### src/rtl/mdu_iter.sv
// Radix-2 iterative RV32M-style multiply/divide unit with valid/ready handshakes.
// Optional MDU_EARLY_OUT_EN skips iteration for trivial operands (same result, shorter latency).
module mdu_iter #(
  parameter int XLEN  = 32,
  parameter int CNT_W = $clog2(XLEN) + 1
) (
  input  logic            clk,
  input  logic            rst,
  input  logic            flush,
  input  logic            in_valid,
  output logic            in_ready,
  input  logic [2:0]      op,
  input  logic [XLEN-1:0] a,
  input  logic [XLEN-1:0] b,
  output logic            out_valid,
  input  logic            out_ready,
  output logic [XLEN-1:0] Result,
  output logic            Zero
);

  typedef enum logic [1:0] {
    IDLE = 2'd0,
    CALC = 2'd1,
    FIX  = 2'd2,
    DONE = 2'd3
  } state_e;

  typedef enum logic [2:0] {
    OP_MUL    = 3'b000,
    OP_MULH   = 3'b001,
    OP_MULHSU = 3'b010,
    OP_MULHU  = 3'b011,
    OP_DIV    = 3'b100,
    OP_DIVU   = 3'b101,
    OP_REM    = 3'b110,
    OP_REMU   = 3'b111
  } op_e;

  localparam logic [XLEN-1:0] MIN_NEG = {1'b1, {(XLEN-1){1'b0}}};

  state_e            r_state;
  state_e            w_next_state;
  op_e               r_op;
  op_e               w_op;
  logic              w_accept;

  logic              r_neg_a;
  logic              r_neg_b;
  logic              r_div0;
  logic              r_ovf;
  logic              r_mzero;
  logic [XLEN-1:0]   r_a_raw;
  logic [XLEN-1:0]   r_opnd;
  logic [XLEN-1:0]   r_hi;
  logic [XLEN-1:0]   r_lo;
  logic [CNT_W-1:0]  r_cnt;
  logic              r_fix_ph;
  logic [2*XLEN-1:0] r_fix;
  logic [XLEN-1:0]   r_result;

  logic              w_is_mul;
  logic              w_sgn_a;
  logic              w_sgn_b;
  logic [XLEN-1:0]   w_mag_a;
  logic [XLEN-1:0]   w_mag_b;
  logic              w_div0;
  logic              w_ovf;
  logic              w_mzero;
  logic              w_early;
  logic              w_last;

  logic [XLEN:0]     w_madd;
  logic [XLEN:0]     w_rsh;
  logic              w_ge;
  logic [XLEN-1:0]   w_diff;
  logic [XLEN-1:0]   w_hi_n;
  logic [XLEN-1:0]   w_lo_n;

  logic [2*XLEN-1:0] w_prod;
  logic [XLEN-1:0]   w_quot;
  logic [XLEN-1:0]   w_rem;
  logic [2*XLEN-1:0] w_fix;
  logic [XLEN-1:0]   w_sel;

  // Operand decode at the accepting edge
  assign w_op     = op_e'(op);
  assign w_is_mul = ~op[2];
  assign w_sgn_a  = a[XLEN-1] & ((w_op == OP_MULH) | (w_op == OP_MULHSU) |
                                 (w_op == OP_DIV)  | (w_op == OP_REM));
  assign w_sgn_b  = b[XLEN-1] & ((w_op == OP_MULH) | (w_op == OP_DIV) | (w_op == OP_REM));
  assign w_mag_a  = w_sgn_a ? ('0 - a) : a;
  assign w_mag_b  = w_sgn_b ? ('0 - b) : b;
  assign w_div0   = (b == '0);
  assign w_ovf    = ((w_op == OP_DIV) | (w_op == OP_REM)) & (a == MIN_NEG) & (b == '1);
  assign w_mzero  = (a == '0) | (b == '0);

`ifdef MDU_EARLY_OUT_EN
  assign w_early  = w_is_mul ? w_mzero : (w_div0 | w_ovf);
`else
  assign w_early  = 1'b0;
`endif

  assign w_last   = (r_cnt == CNT_W'(XLEN - 1));

  // One iteration: shift-add for multiply, restoring shift-subtract for divide
  assign w_madd = {1'b0, r_hi} + (r_lo[0] ? {1'b0, r_opnd} : '0);
  assign w_rsh  = {r_hi, r_lo[XLEN-1]};
  assign w_ge   = (w_rsh >= {1'b0, r_opnd});
  assign w_diff = w_rsh[XLEN-1:0] - r_opnd;

  always_comb begin
    w_hi_n = r_hi;
    w_lo_n = r_lo;
    if (r_op[2] == 1'b0) begin
      w_hi_n = w_madd[XLEN:1];
      w_lo_n = {w_madd[0], r_lo[XLEN-1:1]};
    end else begin
      w_hi_n = w_ge ? w_diff : w_rsh[XLEN-1:0];
      w_lo_n = {r_lo[XLEN-2:0], w_ge};
    end
  end

  // Sign correction and special-case overrides; these also cover the early-out path
  assign w_prod = {r_hi, r_lo};

  always_comb begin
    w_fix  = '0;
    w_quot = r_lo;
    w_rem  = r_hi;
    if (r_op[2] == 1'b0) begin
      if (!r_mzero)
        w_fix = (r_neg_a ^ r_neg_b) ? ('0 - w_prod) : w_prod;
    end else begin
      if (r_div0) begin
        w_quot = '1;
        w_rem  = r_a_raw;
      end else if (r_ovf) begin
        w_quot = r_a_raw;
        w_rem  = '0;
      end else begin
        w_quot = (r_neg_a ^ r_neg_b) ? ('0 - r_lo) : r_lo;
        w_rem  = r_neg_a ? ('0 - r_hi) : r_hi;
      end
      w_fix = {w_rem, w_quot};
    end
  end

  assign w_sel = ((r_op == OP_MUL) | (r_op == OP_DIV) | (r_op == OP_DIVU))
               ? r_fix[XLEN-1:0] : r_fix[2*XLEN-1:XLEN];

  always_comb begin
    w_next_state = r_state;
    w_accept     = 1'b0;
    case (r_state)
      IDLE: begin
        if (in_valid && !flush) begin
          w_accept     = 1'b1;
          w_next_state = w_early ? FIX : CALC;
        end
      end
      CALC: if (w_last) w_next_state = FIX;
      FIX:  if (r_fix_ph) w_next_state = DONE;
      DONE: if (out_ready) w_next_state = IDLE;
      default: w_next_state = IDLE;
    endcase
    if (flush)
      w_next_state = IDLE;
  end

  always_ff @(posedge clk or posedge rst) begin
    if (rst)
      r_state <= IDLE;
    else
      r_state <= w_next_state;
  end

  // FIX spends two edges: sign correction, then output-word selection into Result
  always_ff @(posedge clk or posedge rst) begin
    if (rst) begin
      r_op     <= OP_MUL;
      r_neg_a  <= 1'b0;
      r_neg_b  <= 1'b0;
      r_div0   <= 1'b0;
      r_ovf    <= 1'b0;
      r_mzero  <= 1'b0;
      r_a_raw  <= '0;
      r_opnd   <= '0;
      r_hi     <= '0;
      r_lo     <= '0;
      r_cnt    <= '0;
      r_fix_ph <= 1'b0;
      r_fix    <= '0;
      r_result <= '0;
    end else begin
      case (r_state)
        IDLE: begin
          if (w_accept) begin
            r_op     <= w_op;
            r_neg_a  <= w_sgn_a;
            r_neg_b  <= w_sgn_b;
            r_div0   <= w_div0;
            r_ovf    <= w_ovf;
            r_mzero  <= w_mzero;
            r_a_raw  <= a;
            r_opnd   <= w_is_mul ? w_mag_a : w_mag_b;
            r_lo     <= w_is_mul ? w_mag_b : w_mag_a;
            r_hi     <= '0;
            r_cnt    <= '0;
            r_fix_ph <= 1'b0;
          end
        end
        CALC: begin
          r_hi  <= w_hi_n;
          r_lo  <= w_lo_n;
          r_cnt <= r_cnt + 1'b1;
        end
        FIX: begin
          r_fix_ph <= 1'b1;
          if (!r_fix_ph)
            r_fix <= w_fix;
          else if (!flush)
            r_result <= w_sel;
        end
        default: ;
      endcase
    end
  end

  assign in_ready  = (r_state == IDLE);
  assign out_valid = (r_state == DONE);
  assign Result    = r_result;
  assign Zero      = out_valid & (r_result == '0);

endmodule

### config.mk
export PLATFORM = sky130hd
export DESIGN_NAME = mdu_iter
export DESIGN_NICKNAME = d
export VERILOG_FILES = /design/src/rtl/mdu_iter.sv
export SDC_FILE = /design/constraint.sdc
export NUM_CORES = 1
export LEC_CHECK = 0
export CAP_MARGIN = 20
export CORE_MARGIN = 2
export CORE_UTILIZATION = 55
export CTS_CLUSTER_SIZE = 24
export DETAILED_ROUTE_END_ITERATION = 16
export PLACE_DENSITY_LB_ADDON = 0.05
export SYNTH_ARGS = -nofsm -noshare
export SYNTH_HDL_FRONTEND = slang
export SYNTH_SLANG_ARGS = --single-unit
### constraint.sdc
create_clock -name clk -period 7.6 [get_ports clk]
set_input_delay 0.76 -clock clk [delete_from_list [all_inputs] [get_ports clk]]
set_output_delay 0.76 -clock clk [all_outputs]
set_load 0.01 [all_outputs]
==> metrics.md <==
| Metric | Value |
|---|---|
| Status | `finished clean` |
| Relative slew slack | `27.8%` |
| Largest family of logic cells by synthesized area | `compound AO/OA/AOI/OAI gates` |
| Worst hold path type | `flip-flop to flip-flop` |
| Starting Density | `55.7%` |
| Avg Inst Size Synth | `7.95 sq um` |
| GRT Residual Overflow | `0` |
| Post-CTS Setup Bufs | `0` |
| Post-synthesis cell type count | `76` |
| Share of the synthesized area in the top cell type | `32.4%` |
| WP data arrival | `5.09 ns` |
| Reg2reg path depth | `12` |
| Clock Power Share | `14.3%` |
| Comb pwr share | `59.5%` |
| Syn Inst Count | `2342` |
| Adder-cell share of the synthesized area | `5.25%` |
| Maximum Capacitance Violations | `0` |
| Mux cell area share after synthesis | `4.81%` |
| Max Clock Skew | `0.0248 ns` |
| Sequential power share | `26.2%` |
| Total negative setup slack | `0 ns` |
| NetSw | `4.83 mW` |
| Drt pass-1 iters | `6` |
| RD Place Congestion | `0.956` |
| Final period util | `61.6%` |
| Post-Place Worst Slack | `3.00 ns` |
| Antenna diodes | `0` |
| Synth Area in XOR/XNOR | `9.83%` |
| Site Rows | `67` |
| Multi-input gate area | `0.0118 sq mm` |
| Area leader, netlist | `dfrtp_1` |
| Area grow syn2layout | `12.0%` |
| R2R Setup Slk | `2.92 ns` |
| Core Footprint | `0.0334 sq mm` |
| Total GRT Usage | `37.2%` |
| Post-synth EDFFs | `0` |
| Ys Warns | `0` |
| Cts bufs inserted | `28` |
| Worst vdd rail ir drop | `0.207 mV` |
| Clock Latency Late Sink | `0.58 ns` |
| Final hold viol count | `0` |
| Die Y | `188 microns` |
| # IOs | `107` |
| Initial DRC count | `2230` |
| Post-synth top flop | `dfrtp_1` |
| Routed wire length | `66.0 mm` |
| # port buffers | `106` |
| # H-tree levels | `1` |
| Crit path capture type | `flip-flop` |
| Worst min-delay path startpoint | `r_opnd[21]` |
| Cell depth of the worst min-delay path | `2` |
| Syn_nets | `2491` |
| Sw Ratio | `49.4%` |
| # DRC | `0` |
| Seq cells post-synth | `241` |
| Final worst slack | `2.92 ns` |
| RR Startpoint | `r_hi[6]` |
| First-pass GRT wire length | `102 mm` |
| Metal2 WL | `28.9 mm` |
| Largest net degree at the start of global routing | `156` |
| FF/Latch Area | `0.00603 sq mm` |
| Fill cells | `2996` |
| Met3 wire len | `6.28 mm` |
| Endpoints failing setup | `0` |
| Max Root-Sink Buffers | `3` |
| Worst r2r dst | `r_hi[20]` |
| CP Class | `flip-flop to flip-flop` |
| Slew Viols, Final | `0` |
| HPWL after DPL | `49.3 mm` |
| Nets | `2493` |
| Number of global-route vias before repair | `17388` |
| Pwr dens | `469 mW/mm^2` |
| Hold slack | `0.483 ns` |
| CTS Root Cell | `clkbuf_16` |
| Final ANT Viol Nets | `0` |
| Worst Tran Pin Value | `1.08 ns` |
| CTS tree | `yes` |
| Top cells by area, synth | `dfrtp_1, nand2_1, o21ai_0` |
| Vias | `18227` |
| Clock transition at path regs | `0.06 ns` |
| Synthesized area | `0.0186 sq mm` |
| Async set or reset register ratio after synthesis | `100%` |
| Vias per std cell | `6.48` |
| Wire length on met1 | `27.9 mm` |
| Share of cells above drive strength 1 | `5.50%` |
| Synth Area in Compound Gates | `23.9%` |
| Leak | `9.09 nW` |
| CTS sink count | `241` |
| RSZ-0062 raised after global routing | `no` |
| Wire length per cell | `23.5 microns` |
| Min Clock Period, post-route | `4.68 ns` |
| Initial antenna violation count | `0` |
| Die area | `0.0353 sq mm` |
| Sequential area share after synthesis | `32.4%` |
| Critical-path maximum fanout | `34` |
| Max Freq | `0.213 GHz` |
| Internal power | `4.94 mW` |
| Chip Width | `188 microns` |
| Worst Hold End | `r_opnd[21]` |
| Crit start category | `flip-flop` |
| Top Layer Used | `met4` |
| Resize count post-CTS | `0` |
| Critical Path RT | `8.01 ns` |
| Synth Area in Simple Gates | `19.1%` |
| Post-CTS Hold Fix Bufs | `0` |
==> how the worst max path moves through the flow <==
stage | from | end | slack, ns | depth (start not counted)
4_1_cts | r_hi[6] | r_hi[20] | 2.98 | 12
3_3_place_gp | r_hi[6] | r_hi[20] | 2.98 | 12
6_report | r_hi[6] | r_hi[20] | 2.92 | 12
5_1_grt | r_hi[6] | r_hi[20] | 2.61 | 12
2_1_floorplan | rst | Result[0] | 0.22 | 1
3_5_place_dp | r_hi[6] | r_hi[30] | 3.00 | 12
==> cell usage in the layout (no fill, tap or decap), types with 28 or more instances in the layout <==
cell and n:
a211oi_1 30, a21o_1 31, a21oi_1 181, a22oi_1 29
clkbuf_16 29, clkdlybuf4s50_1 105, dfrtp_1 239, ha_1 74
inv_1 67, mux2_2 28, mux2i_1 58, nand2_1 331
nor2_1 247, nor3_1 41, o21a_1 36, o21ai_0 215
o221ai_1 54, xnor2_1 102, xor2_1 105
==> cells in the mapped netlist, types with 31 or more instances <==
cell type	number
a21o_1	31
a21oi_1	182
clkbuf_1	142
dfrtp_1	241
ha_1	75
inv_1	68
mux2i_1	58
nand2_1	331
nor2_1	247
nor3_1	41
o21a_1	36
o21ai_0	215
o221ai_1	54
xnor2_1	103
xor2_1	106
==> registers in the layout (all words and copies together), names as in the netlist <==
name and flops:
r_mzero 1, r_lo 32, r_state 2, r_cnt 6, r_hi 32, r_opnd 32
r_neg_a 1, r_div0 1, Result 32, r_op 3, r_a_raw 32, r_fix 64
r_ovf 1, r_neg_b 1, r_fix_ph 1
==> per-stage QoR <==
step / util, % / power (mW) / instances / cell area, sq um
after global placement: 59.5 / 8.13 / 2760 / 19900
after CTS: 62.4 / 9.63 / 2811 / 20900
after detailed placement: 59.6 / 8.20 / 2762 / 19900
after floorplan: - / 6.43 / 2342 / 18600
final: 62.4 / 9.77 / 2811 / 20900
after global routing: 62.4 / 10.4 / 2811 / 20900
==> critical path, stage by stage, from the launching register on <==
cell,delay (ns)
dfrtp_1,0.62
ha_1,0.39
o21a_1,0.22
a21oi_1,0.24
o21ai_0,0.17
a311oi_1,0.29
a21o_1,0.26
o21ai_1,0.22
a211oi_4,0.94
buf_4,0.51
mux2_2,0.39
a22oi_1,0.13
o21ai_0,0.11
==> routing by layer <==
layer	vias to the layer above	GRT usage, %
met4	0	15.0
met1	8751	52.4
li1	8350	-
met3	165	5.75
met5	-	0
met2	961	57.1
==> power groups by stage <==
stage               clock, mW  sequential (mW)  combinational (mW)
floorplan                   0             2.22                4.21
global placement            0             2.51                5.61
detailed placement          0             2.54                5.66
CTS                      1.41             2.52                5.70
global route             1.46             2.61                6.34
finish                   1.40             2.56                5.82
==> kinds of logic (layout without fill, tap and decap cells) <==
| group | Yosys count | after routing |
|---|---|---|
| multiplexers | 86 | 86 |
| AND/OR/NAND/NOR | 799 | 799 |
| AO/OA/AOI/OAI | 699 | 699 |
| buffers and inverters | 231 | 252 |
| adder cells (fa/ha/maj) | 77 | 77 |
| XOR/XNOR | 209 | 209 |
| flip-flops | 241 | 241 |
==> area by class of cell <==
| cell class | instances | area share, % |
|---|---|---|
| well taps | 448 | 2.69 |
| clock inverters | 11 | 0.690 |
| inverters | 69 | 1.28 |
| clock buffers | 38 | 3.79 |
| flip-flops and latches | 241 | 28.9 |
| multi-input cells | 1870 | 56.4 |
| repair buffers | 134 | 6.18 |
(Power assumes the default switching activity.)
